`config.mk`:
```
export PLATFORM = sky130hd
export DESIGN_NAME = seq_counter
export DESIGN_NICKNAME = d
export VERILOG_FILES = /design/src/rtl/seq_counter_pkg.sv /design/src/rtl/seq_table.sv /design/src/rtl/seq_counter.sv
export SDC_FILE = /design/constraint.sdc
export NUM_CORES = 1
export LEC_CHECK = 0
export BUFFER_PORTS_ARGS = -buffer_cell sky130_fd_sc_hd__buf_2
export CORE_AREA = 2 2 57 59
export DETAILED_ROUTE_END_ITERATION = 7
export DIE_AREA = 0 0 59 61
export HOLD_SLACK_MARGIN = 0.02
export PLACE_DENSITY_LB_ADDON = 0.3
export SETUP_SLACK_MARGIN = 0.15
export SLEW_MARGIN = 20
export SYNTH_ARGS = -nofsm -noshare
export SYNTH_HDL_FRONTEND = slang
export SYNTH_SLANG_ARGS = --single-unit
```
`constraint.sdc`:
```
create_clock -name clk -period 3 [get_ports clk]
set_input_delay 0.15 -clock clk [delete_from_list [all_inputs] [get_ports clk]]
set_output_delay 0.15 -clock clk [all_outputs]
set_load 0.02 [all_outputs]
```
`src/rtl/seq_counter_pkg.sv`:
```
// Shared constants and helpers for the repeating-sequence counter.
// Latency: n/a (compile-time functions and constants only).
// Backpressure: n/a.
package seq_counter_pkg;

  localparam int SEQ_DEFAULT_WIDTH = 3;
  localparam int SEQ_DEFAULT_DEPTH = 5;

  // Entry 0 sits in the LSBs, so the power-on sequence is 0,4,7,2,3.
  localparam logic [SEQ_DEFAULT_DEPTH*SEQ_DEFAULT_WIDTH-1:0] SEQ_DEFAULT_INIT =
    {3'd3, 3'd2, 3'd7, 3'd4, 3'd0};

  // Index width: never narrower than one bit, even for a two-entry table.
  function automatic int addr_width(input int depth);
    return (depth > 2) ? $clog2(depth) : 1;
  endfunction

  // Clamp a requested last index to the top of the table.
  function automatic int sat_last(input int len, input int depth);
    return (len > depth - 1) ? depth - 1 : len;
  endfunction

endpackage

```
`src/rtl/seq_table.sv`:
```
// DEPTH x WIDTH code table: one write port, one combinational read port.
// Latency: write lands on the clock edge; read is combinational from the registers.
// Backpressure: none; a write is accepted every cycle, out-of-range addresses are dropped.
module seq_table
  import seq_counter_pkg::*;
#(
  parameter int                     WIDTH = SEQ_DEFAULT_WIDTH,
  parameter int                     DEPTH = SEQ_DEFAULT_DEPTH,
  parameter logic [DEPTH*WIDTH-1:0] INIT  = SEQ_DEFAULT_INIT,
  localparam int                    AW    = addr_width(DEPTH)
) (
  input  logic             clk,
  input  logic             reset,
  input  logic             wr_en,
  input  logic [AW-1:0]    wr_addr,
  input  logic [WIDTH-1:0] wr_data,
  input  logic [AW-1:0]    rd_addr,
  output logic [WIDTH-1:0] rd_data
);

  // One spare bit so a power-of-two DEPTH still fits in the bound.
  localparam logic [AW:0] DEPTH_LIM = (AW+1)'(DEPTH);

  logic [DEPTH-1:0][WIDTH-1:0] mem;
  logic                        wr_ok;

  assign wr_ok = wr_en && ({1'b0, wr_addr} < DEPTH_LIM);

  // Table storage: reload INIT on reset, otherwise take in-range writes.
  always_ff @(posedge clk or negedge reset) begin
    if (!reset) begin
      mem <= INIT;
    end else if (wr_ok) begin
      mem[wr_addr] <= wr_data;
    end
  end

  // The index is always kept below DEPTH by the controller.
  assign rd_data = mem[rd_addr];

endmodule

```
`src/rtl/seq_counter.sv`:
```
// Repeating-sequence counter: walks a programmable code table forward or reverse and wraps at a runtime last index.
// Latency: en sampled at edge N moves idx/q after edge N; wrap is a registered strobe for the following cycle.
// Backpressure: none; en simply gates advancing, one advance per cycle can be sustained.
module seq_counter
  import seq_counter_pkg::*;
#(
  parameter int                     WIDTH = SEQ_DEFAULT_WIDTH,
  parameter int                     DEPTH = SEQ_DEFAULT_DEPTH,
  parameter logic [DEPTH*WIDTH-1:0] INIT  = SEQ_DEFAULT_INIT,
  localparam int                    AW    = addr_width(DEPTH)
) (
  input  logic             clk,
  input  logic             reset,
  input  logic             en,
  input  logic             dir,
  input  logic             clr,
  input  logic             wr_en,
  input  logic [AW-1:0]    wr_addr,
  input  logic [WIDTH-1:0] wr_data,
  input  logic             len_we,
  input  logic [AW-1:0]    len_data,
  output logic [WIDTH-1:0] q,
  output logic [AW-1:0]    idx,
  output logic [AW-1:0]    last,
  output logic             wrap
);

  localparam logic [AW-1:0] LAST_MAX = AW'(DEPTH - 1);

  logic [AW-1:0] idx_r, idx_nxt;
  logic [AW-1:0] last_r, last_nxt;
  logic [AW-1:0] len_sat;
  logic          wrap_r, wrap_nxt;

  assign len_sat = AW'(sat_last(int'(len_data), DEPTH));

  // Next index / last / wrap. Wrap decisions (and the reverse wrap target)
  // use last as it stood before this edge; a same-edge len_we only counts
  // for the "index now beyond the end" check, which snaps back to 0.
  always_comb begin
    idx_nxt  = idx_r;
    wrap_nxt = 1'b0;
    last_nxt = len_we ? len_sat : last_r;
    if (clr) begin
      idx_nxt = '0;
    end else if (len_we && (idx_r > len_sat)) begin
      idx_nxt = '0;
    end else if (en && !dir) begin
      if (idx_r == last_r) begin
        idx_nxt  = '0;
        wrap_nxt = 1'b1;
      end else begin
        idx_nxt = idx_r + AW'(1);
      end
    end else if (en && dir) begin
      if (idx_r == '0) begin
        idx_nxt  = last_r;
        wrap_nxt = 1'b1;
      end else begin
        idx_nxt = idx_r - AW'(1);
      end
    end
  end

  // Control state register.
  always_ff @(posedge clk or negedge reset) begin
    if (!reset) begin
      idx_r  <= '0;
      last_r <= LAST_MAX;
      wrap_r <= 1'b0;
    end else begin
      idx_r  <= idx_nxt;
      last_r <= last_nxt;
      wrap_r <= wrap_nxt;
    end
  end

  // Reads after a same-edge write return the new data because q is a
  // plain combinational read of the updated registers.
  seq_table #(
    .WIDTH (WIDTH),
    .DEPTH (DEPTH),
    .INIT  (INIT)
  ) u_table (
    .clk     (clk),
    .reset   (reset),
    .wr_en   (wr_en),
    .wr_addr (wr_addr),
    .wr_data (wr_data),
    .rd_addr (idx_r),
    .rd_data (q)
  );

  assign idx  = idx_r;
  assign last = last_r;
  assign wrap = wrap_r;

endmodule
```
==> results.txt, run 1 <==
- The flow ran to the end, and the final reports show no timing, DRC or antenna violations.
* Cell accounting for the most synthesized area: sky130_fd_sc_hd__dfrtp_1
- Buffers inserted to repair hold after CTS numbered 1.
* Synth top area share: 26.87%
- In this run the worst hold path is classified as input pin to flop.
- Count of cell types in the netlist: 27
- Subtracting the final worst setup slack from the clock period gives 2009 ps.
- Clock-pin slew was measured on the worst setup and hold paths at 120 ps.
- Final net count: 155
- Slew HR: 65.44%
* Number of rows created at floorplan: 20
- 26 I/O pins were placed.
- RSZ-0062 raised after global routing: false
- For the pin with the worst max-slew slack, the measured transition is 518.3 ps.
- Final setup violation count: 0
* P per Cell Area: 542.2 nW/um2
* Synth top area cells: sky130_fd_sc_hd__dfrtp_1 (27%), sky130_fd_sc_hd__mux2_2 (16%), sky130_fd_sc_hd__dfstp_2 (16%)
- Start point of the critical path: idx[0]
- The placed instances occupy a cell area of 1449 um2.
* Worst-case hold slack: 40.33 ps
- The Yosys step of the flow raised 0 warnings.
* Post-layout instance area: 1481 um2
* End of the worst register-to-register path: idx[0]
* Total leakage power: 0.0006608 uW
- The initial utilization of the core area, before any placement, comes to 44.15%.
- For this design, the sink count on the clock tree is 22.
- Via count of the first global-routing pass: 944
* Area growth from synthesis to final layout: 13.63%
- Following the worst setup path forward leads to its endpoint at q[2].
- The worst setup path is of the flop to output pin kind.
- For the worst setup path, the data arrival time is 1860 ps.
- Weighted congestion reported at the end of routability-driven placement: 0.8680
* Worst min-delay path startpoint: clr
* Clock insertion delay at the later pin of the skew report: 300 ps
- Buffer cell driving the clock tree root: sky130_fd_sc_hd__clkbuf_4
* Initial antenna violation count: 0
* Average footprint of a synthesized cell: 12.42 um2
- Number of instances in the synthesized netlist: 105
- Top achievable clock speed: 497.7 MHz
- Number of failing hold endpoints at the final stage: 0
- The worst setup path is launched from a flop.
- Overall power consumption after layout is estimated at 803.2 uW.
* Vias per Instance: 5.622
- Maximum number of pins on one net before global-route repair: 23
- GR Util All Layers: 15.80%
* Antenna viol nets, final: 0
- The worst register-to-register path has a depth of 6.
- The largest individual stage delay along the critical path comes from the cell sky130_fd_sc_hd__dfrtp_1.
- Die outline height: 61 um
* Residual overflow from global routing: 0
- Port Buffers: 25
- Post-DR wirelength/cell: 15.40 um
- The number of gates resized after CTS was 0.
- Pre-CTS setup slack: 1068 ps
* Proportion of synthesized chip area in sequential cells: 42.99%
- The first routing iteration left 31 violations.
- Summing over every cut layer, the via total after detailed routing is 922.
* Die outline area: 3599 um2
- The first detailed-routing pass ran for 4 iterations.
- First-pass GRT wire length: 4.222 mm
- Dividing the final minimum period by the clock period gives 66.98%.
- Post-route worst setup slack: 990.7 ps
- From left edge to right edge, the die measures 59 um.
- In this run the number of H-tree levels came out at 1.
- Detailed placement finished with a half-perimeter wire length of 1.916 mm.
- Fin. max-slew vios: 0
- Required time of the worst setup path: 2850 ps
- The repair_antennas step left the layout with diodes totalling 0.
- In this design, the stage delay of the slowest critical-path cell is 610 ps.
- The number of clock buffers added by TritonCTS is 3.
- Synthesized area: 1304 um2
- Counting flops and latches in the post-synthesis netlist gives 22.
- After routing, the total negative slack on setup checks comes to 0 ps.
* Final worst clock skew: 3.338 ps
* Net Count, Synth: 127
* Ordered cell list for the critical path: mux4_1 -> inv_1 -> o21ai_0 -> buf_2
* Post-CTS setup buffer count: 0
- FF-to-FF Start: idx[0]
- Across all register-to-register paths, the minimum setup slack is 1020 ps.
- STA classifies the critical path endpoint as an output pin.
- Across the VDD grid, the largest voltage drop is 0.2541 mV.
- Maximum capacitance violations: 0
- The total area inside the core boundary comes to 2953 um2.
- TritonCTS built the clock tree.
* Share of final-layout standard cells stronger than drive strength 1: 46.56%
- Final wirelength: 2.526 mm
* Clock Path Buffers: 2
- Of all nets on the critical path, the largest fanout is 9.
- For this run, design rule violations remaining after detail routing come to 0.
layout make-up:
class                           count  area [um2]
Clock buffer                        3       22.52
Fill cell                         281        1471
Inverter                            9       33.78
Multi-Input combinational cell     71       688.2
Sequential cell                    22       560.5
Tap cell                           33       41.29
Timing Repair Buffer               26       135.1
flip-flops by register name, summed over array words and instances (netlist names):
signal       cells
last             3
wrap             1
u_table.mem     15
idx              3
cell usage after synthesis:
cell type,n
sky130_fd_sc_hd__mux2i_1,4
sky130_fd_sc_hd__buf_6,1
sky130_fd_sc_hd__nor2_1,3
sky130_fd_sc_hd__nor3b_1,3
sky130_fd_sc_hd__nor3_1,2
sky130_fd_sc_hd__nand2_1,4
sky130_fd_sc_hd__nor2b_1,2
sky130_fd_sc_hd__xnor2_2,2
sky130_fd_sc_hd__a21oi_1,1
sky130_fd_sc_hd__nand3_1,5
sky130_fd_sc_hd__mux2_2,19
sky130_fd_sc_hd__dfstp_2,8
sky130_fd_sc_hd__xnor2_1,1
sky130_fd_sc_hd__a221oi_1,2
sky130_fd_sc_hd__a32oi_1,1
sky130_fd_sc_hd__a31oi_2,1
sky130_fd_sc_hd__nor4_1,2
sky130_fd_sc_hd__mux4_1,3
sky130_fd_sc_hd__inv_1,9
sky130_fd_sc_hd__nand4b_1,2
sky130_fd_sc_hd__a311oi_1,1
sky130_fd_sc_hd__buf_2,2
sky130_fd_sc_hd__ha_1,6
sky130_fd_sc_hd__nor4_2,1
sky130_fd_sc_hd__o21ai_0,4
sky130_fd_sc_hd__dfrtp_1,14
sky130_fd_sc_hd__nand2b_4,2
cells by family (layout without fill, tap and decap cells):
group / count (synthesis) / count (layout) / synth area share (%)
buffers and inverters: 12 / 38 / 4.222
AND/OR/NAND/NOR: 26 / 26 / 12.76
multiplexers: 26 / 26 / 25.53
adder cells (fa/ha/maj): 6 / 6 / 5.758
XOR/XNOR: 3 / 3 / 3.167
flip-flops: 22 / 22 / 42.99
AO/OA/AOI/OAI: 10 / 10 / 5.566
cells in the final DEF, fill, tap and decap left out:
master                          count
sky130_fd_sc_hd__nor2_1             3
sky130_fd_sc_hd__a21oi_1            1
sky130_fd_sc_hd__nor4_2             1
sky130_fd_sc_hd__nor2b_1            2
sky130_fd_sc_hd__ha_1               6
sky130_fd_sc_hd__xnor2_1            1
sky130_fd_sc_hd__nor3b_1            3
sky130_fd_sc_hd__mux2i_1            4
sky130_fd_sc_hd__xnor2_2            2
sky130_fd_sc_hd__nand4b_1           2
sky130_fd_sc_hd__a31oi_2            1
sky130_fd_sc_hd__dfrtp_1           14
sky130_fd_sc_hd__nand2_1            4
sky130_fd_sc_hd__nand3_1            5
sky130_fd_sc_hd__nor4_1             2
sky130_fd_sc_hd__mux2_2            19
sky130_fd_sc_hd__buf_2             25
sky130_fd_sc_hd__nand2b_4           2
sky130_fd_sc_hd__inv_1              9
sky130_fd_sc_hd__a221oi_1           2
sky130_fd_sc_hd__nor3_1             2
sky130_fd_sc_hd__mux4_1             3
sky130_fd_sc_hd__o21ai_0            4
sky130_fd_sc_hd__clkbuf_4           3
sky130_fd_sc_hd__a32oi_1            1
sky130_fd_sc_hd__dlygate4sd3_1      1
sky130_fd_sc_hd__dfstp_2            8
sky130_fd_sc_hd__a311oi_1           1
worst max-delay path: cells and delay by family, from the launching register on:
kind	cells	cell delay, ps
mux	1	600
flops	1	610
buf+inv	2	250
compound gates	1	90
metal layers:
layer	global-route usage [%]	share of wire, %	vias up
li1	-	-	442
met1	19.33	45	458
met2	27.46	51	16
met3	2.772	2.7	6
met4	6.818	1.8	0
met5	0	0	-
power breakdown:
group / internal, uW / switching [uW]
sequential: 366 / 43.9
combinational: 131 / 126
clock: 46.9 / 89.2
total: 544 / 259
through the flow:
stage	cells	utilization, %
floorplan	105	-
detailed placement	160	49.07
global placement	160	49.07
finish	164	50.17
global route	164	50.17
CTS	164	50.17
worst min-delay path by stage:
| stage | cells after the start | slack [ps] | end |
|---|---|---|---|
| floorplan | 0 | -150 | idx[0] |
| global placement | 1 | 140 | last[0] |
| detailed placement | 1 | 150 | idx[0] |
| CTS | 2 | 40 | wrap |
| global route | 2 | 50 | wrap |
| finish | 2 | 40 | wrap |
(Power assumes the default switching activity.)
==> run 2: changes to the inputs <==
==> constraint.sdc (replaced) <==
create_clock -name clk -period 1.8 [get_ports clk]
set_input_delay 0.09 -clock clk [delete_from_list [all_inputs] [get_ports clk]]
set_output_delay 0.09 -clock clk [all_outputs]
set_load 0.02 [all_outputs]
==> results.txt, run 2 (synthesized netlist as in run 1, its figures left out) <==
* Tightest Pin Transition: 521.5 ps (+3.139 ps)
- Setup repair after global routing could not meet its margin everywhere.
* CP startpoint kind: flop
- Flip-flop count of the largest register after layout: 15 (unchanged)
- Pre-CTS setup slack: 149.9 ps (-917.7 ps)
- Most frequent standard cell in the layout excluding fill and tap cells: sky130_fd_sc_hd__buf_2
* Weighted congestion reported at the end of routability-driven placement: 0.8307 (-4.3%)
- Post-route worst setup slack: 161.8 ps (-828.9 ps)
- CTS H-tree lvls: 1 (unchanged)
- Share of final-layout standard cells stronger than drive strength 1: 58.70% (+12 points)
* Crit share post-route: 91.01%
- The clock tree skew after final layout is 0.6295 ps (-2.708 ps).
- CP top delay family: flip-flops
- Initial antenna violation count: 0 (unchanged)
* Commonest cells after routing, fill and taps aside: sky130_fd_sc_hd__buf_2 (23), sky130_fd_sc_hd__mux2_2 (19), sky130_fd_sc_hd__dfrtp_1 (12)
- Top reg by flops: u_table.mem
* Via count of the first global-routing pass: 910 (-3.6%)
- Outcome: finished, final reports clean
- Final net count: 161 (+3.9%)
- Class of the worst hold path: input pin to flop
* Post-detailed-placement half-perimeter wirelength: 1.934 mm (+0.97%)
* Port Buffers: 25 (unchanged)
- Final wirelength: 2.619 mm (+3.7%)
- The number of nets with antenna violations after routing is 0 (unchanged).
* Total leakage power: 0.0006947 uW (+5.1%)
- Boundary Pins: 26 (unchanged)
- The data arrival time of the worst path is 1830 ps (-30 ps).
- Post-route DRC violation count: 0 (unchanged)
* Die outline height: 61 um (unchanged)
- Kind of capture point of the worst setup path: flop
* Diodes inserted: 0 (unchanged)
- The initial core utilization was 44.15% (unchanged).
- First-pass iteration count of the detailed router: 4 (unchanged)
- Placed cell count: 162 (+1.3%)
* P per Cell Area: 985.4 nW/um2 (+82%)
- The largest net degree at the start of global routing was 23 (unchanged).
- Clock input transition at the sequential cells of the worst setup and hold paths: 120 ps (about the same)
- The die outline width came to 59 um (unchanged).
- Core Util, Final: 54.11% (+3.9 points)
- The largest fanout on the critical path came to 5 (-4).
* Final period demand of the worst path: 1638 ps
- Final cell count without fillers: 171 (+4.3%)
- The area growth from synthesis to layout is 22.55%.
- By startpoint and endpoint, the worst setup path is classified as flop to flop.
* Vias per Instance: 5.596 (-0.45%)
* Final setup violation count: 0 (unchanged)
* Top achievable clock speed: 610.4 MHz
* Worst-case hold slack: 45.61 ps (+5.278 ps)
- The row count was 20 (unchanged).
- The number of sinks on the clock net came to 22 (unchanged).
* GR Util All Layers: 15.55% (-0.25 points)
- The total congestion overflow is 0 (unchanged).
* Placeable core region: 2953 um2 (unchanged)
- Clock Path Buffers: 2 (unchanged)
- The global-route wire length before repair is 4.160 mm (-1.5%).
- The overall via count from detail_route is 957 (+3.8%).
* Ordered cell list for the critical path: buf_4 -> inv_6 -> ha_4 -> nand2b_4 -> mux2_2 -> a221oi_2 -> nor4_1
- Critical path buffers and inverters: 2 (unchanged)
- Largest vdd supply drop: 0.5475 mV (+120%)
* Clock insertion delay at the later pin of the skew report: 300 ps (about the same)
- Required time of the worst setup path: 1990 ps (-860 ps)
- Die outline area: 3599 um2 (unchanged)
- CTS placed an instance of sky130_fd_sc_hd__clkbuf_4 at the clock tree root.
- Number of design-rule violations left by the first detailed-router iteration: 28 (-9.7%)
* Library cell contributing the largest single delay on the critical path: sky130_fd_sc_hd__dfrtp_2
- The peak per-stage delay on the critical path was 460 ps (-150 ps).
- The relative slew slack came to 65.16% (-0.28 points).
- Number of failing hold endpoints at the final stage: 0 (unchanged)
* Total clock buffers created by CTS: 3 (unchanged)
* Fin. max-slew vios: 0 (unchanged)
- The summed negative setup slack over all endpoints came to 0 ps (unchanged).
- TritonCTS clock tree: done
- Post-DR wirelength/cell: 15.32 um (-0.56%)
* Maximum capacitance violations: 0 (unchanged)
[run 2: cell type report]
type	instances	area [um2]
clock inverters	1	30.03
multi-input cells	71	708.2
inverters	9	38.79
well taps	33	41.29
fillers	276	1355
flip-flops and latches	22	563.0
repair buffers	32	193.9
clock buffers	3	22.52
[run 2: final timing paths]
path                                 start              end  slack [ps]  cells past startpoint
min in group asynchronous            reset  u_table.mem[14]         250                      2
hold reg to reg            u_table.mem[11]  u_table.mem[11]         530                      1
setup reg to reg                    idx[0]           idx[0]         160                      7
setup / recovery                    idx[0]           idx[0]         160                      7
hold / removal                 len_data[2]          last[2]          50                      2
max in group asynchronous            reset          last[2]        1180                      2
[run 2: timing repair]
item | 4_1_cts | 5_1_grt
gates resized for setup | 1 | 19
endpoints found under the setup margin | 5 | 6
hold endpoints to repair | 19 | 0
hold buffers | 3 | 0
buffers inserted | 1 | 1
pin swaps | 1 | 2
[run 2: where the power goes]
group	internal, uW	switching (uW)	leakage (uW)
clock network	225	156	0.0000279
logic	269	247	0.000410
registers	611	65.5	0.000257
total	1100	469	0.000695
[run 2: per-stage QoR]
step                power, uW  instance area, um2
detailed placement       1136                1479
floorplan                1004                1325
global route             1666                1598
global placement         1122                1479
finish                   1574                1598
CTS                      1531                1565
[run 2: layer usage]
| metal | track usage (%) | share of wire, % | up-vias | routed length [um] |
|---|---|---|---|---|
| li1 | - | - | 456 | - |
| met1 | 22.24 | 49 | 472 | 1295 |
| met2 | 23.33 | 46 | 25 | 1204 |
| met3 | 2.985 | 3.6 | 4 | 93 |
| met4 | 6.169 | 0.95 | 0 | 25 |
| met5 | 0 | 0 | - | 0 |
==> run 3: changes to the inputs <==
--- a/config.mk
+++ b/config.mk
@@ -6,9 +6,11 @@
 export NUM_CORES = 1
 export LEC_CHECK = 0
 export BUFFER_PORTS_ARGS = -buffer_cell sky130_fd_sc_hd__buf_2
-export CORE_AREA = 2 2 57 59
+export CELL_PAD_IN_SITES_DETAIL_PLACEMENT = 0
+export CELL_PAD_IN_SITES_GLOBAL_PLACEMENT = 1
+export CORE_AREA = 2 2 61 63
 export DETAILED_ROUTE_END_ITERATION = 7
-export DIE_AREA = 0 0 59 61
+export DIE_AREA = 0 0 63 65
 export HOLD_SLACK_MARGIN = 0.02
 export PLACE_DENSITY_LB_ADDON = 0.3
 export SETUP_SLACK_MARGIN = 0.15
==> results.txt, run 3 (synthesized netlist as in run 1, its figures left out) <==
- Outcome: finished, final reports clean
* TritonCTS clock tree: done
- Type of the setup path with the least slack: flop to output pin
* Commonest cells after routing, fill and taps aside: sky130_fd_sc_hd__buf_2 (22), sky130_fd_sc_hd__mux2_2 (19), sky130_fd_sc_hd__dfrtp_1 (11)
- End of the worst register-to-register path: wrap
* CP Data Arrival Time: 1600 ps (-230 ps)
- The overall via count from detail_route is 970 (+1.4%).
- Tightest Pin Transition: 564.1 ps (+42.65 ps)
- Multi-input gate area: 753.2 um2 (+6.4%)
- Counting flops per register, the top entry is u_table.mem.
- The number of placed instances, taps included is 178 (+9.9%).
* FF-to-FF Start: idx[0]
* First-pass iteration count of the detailed router: 2 (-2)
- The reg-to-reg setup timing slack was 200 ps (+40 ps).
* Total leakage power: 0.0007294 uW (+5.0%)
- Crit share post-route: 93.77% (+2.8 points)
* Die W: 63 um (+6.8%)
- Worst stage delay on the critical path: 510 ps (+50 ps)
* Diodes inserted: 0 (unchanged)
- The number of buffer cells added on primary ports is 25 (unchanged).
* Starting Density: 37.29% (-6.9 points)
* Initial antenna violation count: 0 (unchanged)
- The final standard cell count with taps included and fillers excluded was 191 (+12%).
* Buffer cell driving the clock tree root: sky130_fd_sc_hd__clkbuf_4
* Placeable core region: 3496 um2 (+18%)
- Final net count: 166 (+3.1%)
- The number of placed I/O pins was 26 (unchanged).
* Die outline height: 65 um (+6.6%)
* Final worst clock skew: 7.316 ps (+6.687 ps)
- The clock period minus final worst setup slack was 1688 ps (+49.60 ps).
- Kind of capture point of the worst setup path: output pin
* FF-to-FF path depth: 6 (-1)
- The die area was 4095 um2 (+14%).
* Min-Delay Endpoint: last[1]
* CTS H-tree lvls: 1 (unchanged)
- The final count of pins violating max slew is 0 (unchanged).
- P per Cell Area: 950.3 nW/um2 (-3.6%)
- Maximum capacitance violations: 0 (unchanged)
- Flip-flop count of the largest register after layout: 15 (unchanged)
- Sequential standard cell area: 564.3 um2 (+0.22%)
- Leaving out fill and tap cells, the most frequent cell in the layout is sky130_fd_sc_hd__buf_2.
- The later-pin clock latency in the skew report came to 310 ps (about the same).
- The relative slew slack is 62.31% (-2.8 points).
- Post-route DRC violation count: 0 (unchanged)
- The summed negative setup slack over all endpoints is 0 ps (unchanged).
- GR Util All Layers: 14.49% (-1.1 points)
* Total clock buffers created by CTS: 3 (unchanged)
- Antenna viol nets, final: 0 (unchanged)
- Walking the worst path, the cells encountered are buf_8 -> mux4_2 -> inv_2 -> o21ai_2 -> buf_6.
* Clock input transition at the sequential cells of the worst setup and hold paths: 130 ps (about the same)
- Worst min-delay path startpoint: len_data[1]
- The largest net degree at the start of global routing is 23 (unchanged).
- The global-route wire length before repair was 4.554 mm (+9.5%).
- Final wirelength: 2.819 mm (+7.6%)
* Post-DR wirelength/cell: 14.76 um (-3.6%)
- Core Util, Final: 49.11% (-5.0 points)
- Cell depth of the worst hold path: 3 (+1)
* RSZ-0062 raised after global routing: true
- Clock Path Buffers: 2 (unchanged)
- The number of violations reported at the end of detailed-routing iteration 0 came to 18 (-36%).
- Post-detailed-placement half-perimeter wirelength: 1.971 mm (+1.9%)
- In this run the worst hold path is classified as input pin to flop.
- Number of filler instances in the final layout: 341 (+24%)
- Number of failing hold endpoints at the final stage: 0 (unchanged)
- Largest vdd supply drop: 0.3872 mV (-29%)
* Weighted congestion reported at the end of routability-driven placement: 0.8006 (-3.6%)
* Critical path fanouts, max: 5 (unchanged)
- Final setup violation count: 0 (unchanged)
* Library cell contributing the largest single delay on the critical path: sky130_fd_sc_hd__mux4_2
- Top achievable clock speed: 592.5 MHz (-2.9%)
- The area growth from synthesis to layout is 31.67%.
- Required time of the worst setup path: 1710 ps (-280 ps)
* Vias per Instance: 5.079 (-9.3%)
- Via count of the first global-routing pass: 1010 (+11%)
- Number of rows created at floorplan: 22 (+10%)
- The fraction of layout instances using a drive strength above 1 is 63.64% (+4.9 points).
- Residual overflow from global routing: 0 (unchanged)
- The worst setup path is launched from a flop.
* Sinks on Clock Net: 22 (unchanged)
==> run 3: final cells by class <==
cell class / count / share of cell area, %
Tap cell: 48 / 3.499
Multi-Input combinational cell: 71 / 43.88
Inverter: 9 / 2.259
Timing Repair Buffer: 37 / 14.43
Clock inverter: 1 / 1.749
Clock buffer: 3 / 1.312
Sequential cell: 22 / 32.87
==> run 3: power breakdown <==
group          internal (uW)  switching, uW
combinational            306            267
clock                    225            158
sequential               611           64.1
==> run 3: repair_timing <==
item / CTS / global route
pin swaps: 0 / 4
resized for setup: 12 / 20
setup endpoints to repair: 6 / 7
hold endpoints to repair: 20 / 0
buffers inserted: 5 / 0
hold buffers: 4 / 0
==> run 3: through the flow <==
step                setup WS (ps)  hold slack (ps)  area, um2  power [uW]
detailed placement          115.1            87.50       1505        1139
global placement            174.7            77.26       1505        1124
global route                26.53            38.49       1717        1726
CTS                         74.71            27.82       1642        1586
floorplan                   172.6           -205.6       1325        1004
finish                      112.2            42.29       1717        1631
==> run 3: worst max path at each step <==
stage                start  cells past startpoint  endpoint  slack [ps]
detailed placement  idx[1]                      6    idx[0]         120
finish              idx[0]                      5      q[2]         110
global placement    idx[1]                      6    idx[0]         170
global route        idx[0]                      5      q[0]          30
floorplan           idx[1]                      7    idx[0]         170
CTS                 idx[0]                      5      q[2]          70
==> run 3: layer usage <==
metal,up-vias,global-route usage [%],routed length (um)
met5,-,0,0
met1,485,16.37,1193
met4,0,5.833,42
met2,19,27.13,1488
li1,461,-,-
met3,5,2.257,94
==> run 3: worst max-delay path: cells and delay by family, from the launching register on <==
family / cells / cell delay, ps
DFF: 1 / 400
AOI/OAI and AO/OA: 1 / 60
buffers and inverters: 3 / 320
muxes: 1 / 510
